**src/rtl/branch_predict_unit.sv**
```systemverilog
// Registered RISC-V conditional-branch resolver with a direct-mapped table of
// 2-bit saturating counters for fetch prediction, misprediction flag and perf counters.
module branch_predict_unit #(
    parameter int XLEN        = 32,
    parameter int BHT_ENTRIES = 64,
    parameter int CNT_W       = 32
) (
    input  logic             clk,
    input  logic             rst_n,
    input  logic [XLEN-1:0]  lookup_pc,
    output logic             lookup_taken,
    input  logic             bht_clear,
    input  logic             res_valid,
    input  logic [XLEN-1:0]  res_pc,
    input  logic [XLEN-1:0]  rd1,
    input  logic [XLEN-1:0]  rd2,
    input  logic [2:0]       funct3,
    input  logic             branch,
    input  logic             res_pred_taken,
    output logic             out_valid,
    output logic             pc_src,
    output logic             mispredict,
    output logic [CNT_W-1:0] branch_count,
    output logic [CNT_W-1:0] mispredict_count
);

    localparam int IDX_W = $clog2(BHT_ENTRIES);
    localparam logic [1:0]       CTR_WNT = 2'b01;
    localparam logic [CNT_W-1:0] CNT_MAX = '1;
    localparam logic [CNT_W-1:0] CNT_ONE = {{(CNT_W-1){1'b0}}, 1'b1};

    logic [1:0]       bht_q [BHT_ENTRIES];
    logic             out_valid_q;
    logic             pc_src_q;
    logic             mispredict_q;
    logic [CNT_W-1:0] branch_cnt_q;
    logic [CNT_W-1:0] mispredict_cnt_q;

    logic [IDX_W-1:0] lookup_idx;
    logic [IDX_W-1:0] res_idx;
    logic             cond_valid;
    logic             cond_true;
    logic             upd_en;
    logic             actual_d;
    logic             mispredict_d;
    logic [1:0]       ctr_cur;
    logic [1:0]       ctr_d;
    logic             unused_pc_bits;

    assign lookup_idx = lookup_pc[IDX_W+1:2];
    assign res_idx    = res_pc[IDX_W+1:2];

    // Lookup reads the registered table only, so a same-cycle update is not bypassed.
    assign lookup_taken = bht_q[lookup_idx][1];

    assign unused_pc_bits = ^{lookup_pc[XLEN-1:IDX_W+2], lookup_pc[1:0],
                              res_pc[XLEN-1:IDX_W+2], res_pc[1:0]};

    always_comb begin
        cond_valid = 1'b1;
        cond_true  = 1'b0;
        case (funct3)
            3'b000:  cond_true = (rd1 == rd2);
            3'b001:  cond_true = (rd1 != rd2);
            3'b100:  cond_true = ($signed(rd1) <  $signed(rd2));
            3'b101:  cond_true = ($signed(rd1) >= $signed(rd2));
            3'b110:  cond_true = (rd1 <  rd2);
            3'b111:  cond_true = (rd1 >= rd2);
            default: cond_valid = 1'b0;
        endcase
    end

    assign upd_en       = res_valid & branch & cond_valid;
    assign actual_d     = res_valid & branch & cond_true;
    assign mispredict_d = upd_en & (actual_d != res_pred_taken);

    always_comb begin
        ctr_cur = bht_q[res_idx];
        ctr_d   = ctr_cur;
        if (actual_d) begin
            if (ctr_cur != 2'b11) ctr_d = ctr_cur + 2'b01;
        end else begin
            if (ctr_cur != 2'b00) ctr_d = ctr_cur - 2'b01;
        end
    end

    always_ff @(posedge clk or negedge rst_n) begin
        if (!rst_n) begin
            for (int i = 0; i < BHT_ENTRIES; i++) bht_q[i] <= CTR_WNT;
        end else if (bht_clear) begin
            for (int i = 0; i < BHT_ENTRIES; i++) bht_q[i] <= CTR_WNT;
        end else if (upd_en) begin
            bht_q[res_idx] <= ctr_d;
        end
    end

    always_ff @(posedge clk or negedge rst_n) begin
        if (!rst_n) begin
            out_valid_q  <= 1'b0;
            pc_src_q     <= 1'b0;
            mispredict_q <= 1'b0;
        end else begin
            out_valid_q  <= res_valid;
            pc_src_q     <= actual_d;
            mispredict_q <= mispredict_d;
        end
    end

    always_ff @(posedge clk or negedge rst_n) begin
        if (!rst_n) begin
            branch_cnt_q     <= '0;
            mispredict_cnt_q <= '0;
        end else begin
            if (upd_en && branch_cnt_q != CNT_MAX)
                branch_cnt_q <= branch_cnt_q + CNT_ONE;
            if (mispredict_d && mispredict_cnt_q != CNT_MAX)
                mispredict_cnt_q <= mispredict_cnt_q + CNT_ONE;
        end
    end

    assign out_valid        = out_valid_q;
    assign pc_src           = pc_src_q;
    assign mispredict       = mispredict_q;
    assign branch_count     = branch_cnt_q;
    assign mispredict_count = mispredict_cnt_q;

endmodule

```
**config.mk**
```make
export PLATFORM = sky130hd
export DESIGN_NAME = branch_predict_unit
export DESIGN_NICKNAME = d
export VERILOG_FILES = /design/src/rtl/branch_predict_unit.sv
export SDC_FILE = /design/constraint.sdc
export NUM_CORES = 1
export LEC_CHECK = 0
export BUFFER_PORTS_ARGS = -buffer_cell sky130_fd_sc_hd__buf_2
export CAP_MARGIN = 20
export CELL_PAD_IN_SITES_DETAIL_PLACEMENT = 1
export CELL_PAD_IN_SITES_GLOBAL_PLACEMENT = 1
export CORE_MARGIN = 10
export CORE_UTILIZATION = 47
export DETAILED_ROUTE_END_ITERATION = 16
export PLACE_DENSITY_LB_ADDON = 0.3
export SKIP_CTS_REPAIR_TIMING = 1
export SYNTH_ARGS = -nofsm -noshare
export SYNTH_HDL_FRONTEND = slang
export SYNTH_SLANG_ARGS = --single-unit
```
**constraint.sdc**
```tcl
create_clock -name clk -period 8.7 [get_ports clk]
set_input_delay 1.74 -clock clk [delete_from_list [all_inputs] [get_ports clk]]
set_output_delay 1.74 -clock clk [all_outputs]
set_load 0.1 [all_outputs]
```
==> results of run 1 <==
through the flow:
stage | std cells | utilization, % | instance area [sq um] | worst slack [ns] | hold slack (ns)
3_5_place_dp | 1526 | 51.6 | 12000 | 2.89 | 0.480
2_1_floorplan | 1109 | - | 11100 | 2.53 | 0.514
3_3_place_gp | 1525 | 51.5 | 12000 | 2.90 | 0.468
4_1_cts | 1558 | 54.2 | 12600 | 2.89 | 0.493
6_report | 1561 | 54.2 | 12700 | 2.91 | 0.491
5_1_grt | 1559 | 54.2 | 12600 | 2.80 | 0.506
cells by family after synthesis:
| logic type | after synthesis | synth area share (%) |
|---|---|---|
| AND/OR/NAND/NOR | 404 | 18.8 |
| adder cells (fa/ha/maj) | 34 | 3.84 |
| flip-flops | 195 | 44.8 |
| XOR/XNOR | 63 | 5.15 |
| buffers and inverters | 103 | 4.05 |
| AO/OA/AOI/OAI | 283 | 18.5 |
| multiplexers | 27 | 4.88 |
worst max-delay path: stages:
cell    delay [ns]
buf_2         0.44
mux4_2        0.58
mux4_2        0.51
mux4_2        0.46
buf_2         0.30
registers in the layout, indices dropped and copies added (netlist names):
register and flops:
mispredict 1, out_valid 1, bht_q 128, pc_src 1, mispredict_count 32, branch_count 32
worst max path at each step:
stage	to	slack (ns)	depth (start not counted)
after global routing	lookup_taken	2.80	5
after CTS	lookup_taken	2.89	5
final	lookup_taken	2.91	5
after floorplan	lookup_taken	2.53	5
after global placement	lookup_taken	2.90	5
after detailed placement	lookup_taken	2.89	5
cell type report:
class	instances	area share, %
clock inverters	15	1.40
multi-input cells	811	44.8
inverters	36	1.07
well taps	319	3.15
diodes	3	0.0593
repair buffers	165	6.93
flip-flops and latches	195	39.2
clock buffers	17	3.36
layer usage:
metal  routed length [microns]  GRT usage, %
met2                     17300          38.7
met1                     14200          28.1
met3                      2190          6.03
met5                         0             0
met4                       734          7.29
where the power goes:
part,internal [mW],total [mW],switching [mW]
Combinational,0.0924,0.423,0.330
Sequential,0.934,0.973,0.0389
Clock,0.390,0.811,0.421
Total,1.42,2.21,0.790
cell usage in the layout (no fill, tap or decap), types with 7 or more instances in the layout:
cell type / netlist / layout
o21ai_0: 31 / 31
nor3_1: 9 / 9
and4_1: 10 / 10
inv_1: 36 / 36
nor2b_1: 27 / 27
nor4_1: 7 / 7
a311oi_1: 64 / 64
buf_4: 2 / 13
a221oi_1: 10 / 10
xnor2_1: 33 / 33
and2_1: 13 / 13
nand2b_1: 7 / 7
buf_2: 26 / 150
nand2_1: 84 / 84
mux4_2: 21 / 21
and3_1: 17 / 17
nand3_1: 22 / 22
xor2_1: 29 / 29
o21ai_1: 14 / 14
ha_1: 34 / 34
a22oi_1: 40 / 40
nor3b_2: 8 / 8
dfrtp_1: 131 / 131
dfstp_2: 64 / 64
nor2_1: 151 / 151
a22o_1: 12 / 12
a21oi_1: 57 / 57
clkbuf_16: 0 / 17
nand4_1: 20 / 20
a31oi_1: 13 / 13
a211o_1: 25 / 25
==> impl_metrics.json, run 1 <==
{
  "crit_required_ns": 6.96,
  "fin_worst_skew_ns": 0.0173,
  "async_flop_share_pct": 100,
  "layout-drive-gt1-share_pct": 25.7,
  "hpwl_mm": 23.7,
  "maxCapViolations": 0,
  "clk_latency_ns": 0.45,
  "clk_pin_slew_ns": 0.08,
  "status": "finished, final reports clean",
  "r2r-end": "mispredict_count[27]$_DFFE_PN0P_",
  "r2r_slack_ns": 5.14,
  "hold_viol_final": 0,
  "final-seq-area_sq_um": 4960,
  "core_sq_um": 23300,
  "relSlewSlack_pct": 24.2,
  "fin_tns_setup_ns": 0,
  "drt_iter0_drc": 614,
  "vias": 9602,
  "drtPass1Iterations": 5,
  "first_global_vias": 10400,
  "grt_overflow_total": 0,
  "track_usage_pct": 22.9,
  "htree_levels": 4,
  "start_util_pct": 47.5,
  "clockBufferDepth": 2,
  "dieArea_sq_um": 30100,
  "powerDensity_nw_per_um2": 174,
  "hold_end": "mispredict_count[11]$_DFFE_PN0P_",
  "period_needed_ns": 5.79,
  "synthTopCellsByCount": "151 x nor2_1, 131 x dfrtp_1, 84 x nand2_1",
  "synth_edf_count": 0,
  "critPathLaunch": "lookup_pc[2]",
  "yosysWarnings": 0,
  "area_growth_syn_to_layout_pct": 14.2,
  "num_io_pins": 205,
  "ys_types": 72,
  "setup_viol": 0,
  "yosysMostFrequentCell": "nor2_1",
  "end_kind": "output port",
  "wl_per_cell_microns": 22.1,
  "synth_cells": 1109,
  "cts_root_buffer": "clkbuf_16",
  "antenna_found_initial": 4,
  "synth_seq_cells": 195,
  "avgSynthCellArea_sq_um": 9.99,
  "cts_tree": "yes",
  "syn_area_sq_um": 11100,
  "ant_nets": 0,
  "ys_seq_area_share_pct": 44.8,
  "synth_top_cell_area_share_pct": 29.6,
  "cts_buffers": 17,
  "chipHeight_microns": 174,
  "gp_congestion": 0.788,
  "hold_path.class": "reg -> reg",
  "worstSetupPathType": "in -> out",
  "final_max_slew_viol_count": 0,
  "drt-total-wl_mm": 34.5,
  "power_mw": 2.21,
  "via_per_inst": 6.15,
  "r2r-start": "mispredict_count[6]$_DFFE_PN0P_",
  "period_share_pct": 66.6,
  "tightestPinTransition_ns": 1.14,
  "leakage_nw": 5.32,
  "hp-start": "mispredict_count[11]$_DFFE_PN0P_",
  "yosys.area.top_type": "dfrtp_1",
  "multi_input_area_sq_um": 5670,
  "grt_max_degree": 75,
  "ir_drop_mv": 0.266,
  "rr_worst_depth": 11,
  "drc_errors": 0,
  "rsz0062_at_grt": "false",
  "grt_pass1_wl_mm": 56.6,
  "max_freq_mhz": 173,
  "synth.top_cells.by_area": "dfrtp_1 30%, dfstp_2 15%, nor2_1 5.1%",
  "synth_ff_type": "dfrtp_1",
  "port_buffers": 152,
  "crit_path_start_kind": "primary input",
  "clock_sinks": 195,
  "die_x_microns": 174,
  "nFillCells": 2666,
  "arrival_ns": 4.05,
  "nNetsFinal": 1397,
  "worst-path-max-fanout": 16,
  "hold_depth": 1,
  "rows": 56,
  "synth_nets": 1280
}
Power figures use the tool's default switching activity.
==> inputs of run 2 (changes only) <==
- CORE_UTILIZATION: 47 -> 44
- clock period: 8.7 -> 5.5 ns (I/O delays scaled with it)
==> run 2 against run 1 <==
Against the previous run: cell count is 1.0% higher; non-clock buffer count increased by 7; final area grew 0.78%; count of clock-buffer cells in the layout stayed put; setup slack worse by 1.9 ns.
==> impl_metrics.json, run 2 (synthesis results as in run 1) <==
{
  "via_per_inst": 6.03,
  "fin_worst_skew_ns": 0.0168,
  "final_cell_mix": "151 x nor2_1, 150 x buf_2, 131 x dfrtp_1",
  "die_x_microns": 179,
  "hold_viol_final": 0,
  "num_io_pins": 205,
  "drtPass1Iterations": 6,
  "place_area_sq_um": 12100,
  "final_cells": 1577,
  "start_util_pct": 44.4,
  "worst-path-max-fanout": 16,
  "cts_root_buffer": "clkbuf_16",
  "post-route-util_pct": 51.1,
  "path_cells": "buf_2 -> mux4_2 -> mux4_2 -> mux4_2 -> buf_2",
  "power_mw": 3.53,
  "vias": 9502,
  "grt_pass1_wl_mm": 56.0,
  "grt_overflow_total": 0,
  "clk_latency_ns": 0.45,
  "nNetsFinal": 1404,
  "setup_viol": 0,
  "antenna_found_initial": 3,
  "crit_path_start_kind": "primary input",
  "grt_max_degree": 116,
  "leakage_nw": 5.38,
  "fin_ws_ns": 0.961,
  "tightestPinTransition_ns": 0.993,
  "hpwl_mm": 24.1,
  "crit_required_ns": 4.40,
  "cts_buffers": 17,
  "status": "finished, final reports clean",
  "clk_pin_slew_ns": 0.07,
  "dieArea_sq_um": 31900,
  "rsz0062_at_grt": "false",
  "layout_commonest_cell": "nor2_1",
  "clockBufferDepth": 2,
  "port_buffers": 152,
  "largest_register_ffs": 128,
  "core_sq_um": 25000,
  "worstSetupPathType": "in -> out",
  "layout-drive-gt1-share_pct": 26.2,
  "stdcell_area_sq_um": 12700,
  "worst_path_max_delay_cell": "mux4_2",
  "clock_sinks": 195,
  "wl_per_cell_microns": 22.1,
  "hold-worst-slack_ns": 0.491,
  "placed_cells": 1544,
  "maxCapViolations": 0,
  "track_usage_pct": 21.9,
  "nFillCells": 2915,
  "arrival_ns": 3.44,
  "period_share_pct": 82.5,
  "chipHeight_microns": 179,
  "first_global_vias": 10300,
  "period_needed_ns": 4.54,
  "drt_iter0_drc": 610,
  "max_freq_mhz": 220,
  "gp_congestion": 0.830,
  "powerDensity_nw_per_um2": 277,
  "ant_nets": 0,
  "ir_drop_mv": 0.366,
  "htree_levels": 4,
  "end_kind": "output port",
  "fin_tns_setup_ns": 0,
  "rows": 58,
  "r2r_slack_ns": 2.10,
  "final_max_slew_viol_count": 0,
  "relSlewSlack_pct": 33.8,
  "hold_path.class": "reg -> reg",
  "area_growth_syn_to_layout_pct": 15.1,
  "cpPeakStageDelay_ns": 0.57,
  "pre_cts_slack_ns": 0.950,
  "crit_top_cell": "mux4_2",
  "top_register": "bht_q",
  "drt-total-wl_mm": 34.8,
  "drc_errors": 0,
  "cts_tree": "yes"
}
## run 2: worst max-delay path, delay by kind of cell
kind     cells  cell delay [ns]
mux          3             1.56
buf+inv      2             0.77
## run 2: power breakdown
group	internal [mW]	switching (mW)	leakage [nW]	total (mW)
sequential	1.48	0.0610	2.48	1.54
clock	0.629	0.689	0.297	1.32
combinational	0.150	0.524	2.60	0.674
total	2.26	1.27	5.38	3.53
## run 2: routing by layer
layer	wire, microns	global-route usage (%)	vias up
met5	21	0	-
met4	521	5.75	4
met3	1900	5.05	47
met2	17400	37.6	245
met1	14900	27.2	4882
li1	-	-	4324
## run 2: area by class of cell
cell class	instances	area, sq um	area share [%]
Multi-Input combinational cell	811	5670	44.5
Sequential cell	195	4960	38.9
Timing Repair Buffer	172	947	7.43
Clock buffer	17	425	3.34
Tap cell	330	413	3.24
Clock inverter	15	198	1.55
Inverter	36	135	1.06
Antenna cell	1	2.50	0.0196
## run 2: final timing paths
path                                                   from                               end  depth (start not counted)
max reg2reg                 mispredict_count[8]$_DFFE_PN0P_  mispredict_count[13]$_DFFE_PN0P_                         12
max                                            lookup_pc[2]                      lookup_taken                          5
max in group asynchronous                             rst_n             bht_q[69]$_DFFE_PN0P_                          2
min reg2reg                mispredict_count[12]$_DFFE_PN0P_  mispredict_count[12]$_DFFE_PN0P_                          1
min in group asynchronous                             rst_n             bht_q[39]$_DFFE_PN0P_                          1
min                        mispredict_count[12]$_DFFE_PN0P_  mispredict_count[12]$_DFFE_PN0P_                          1
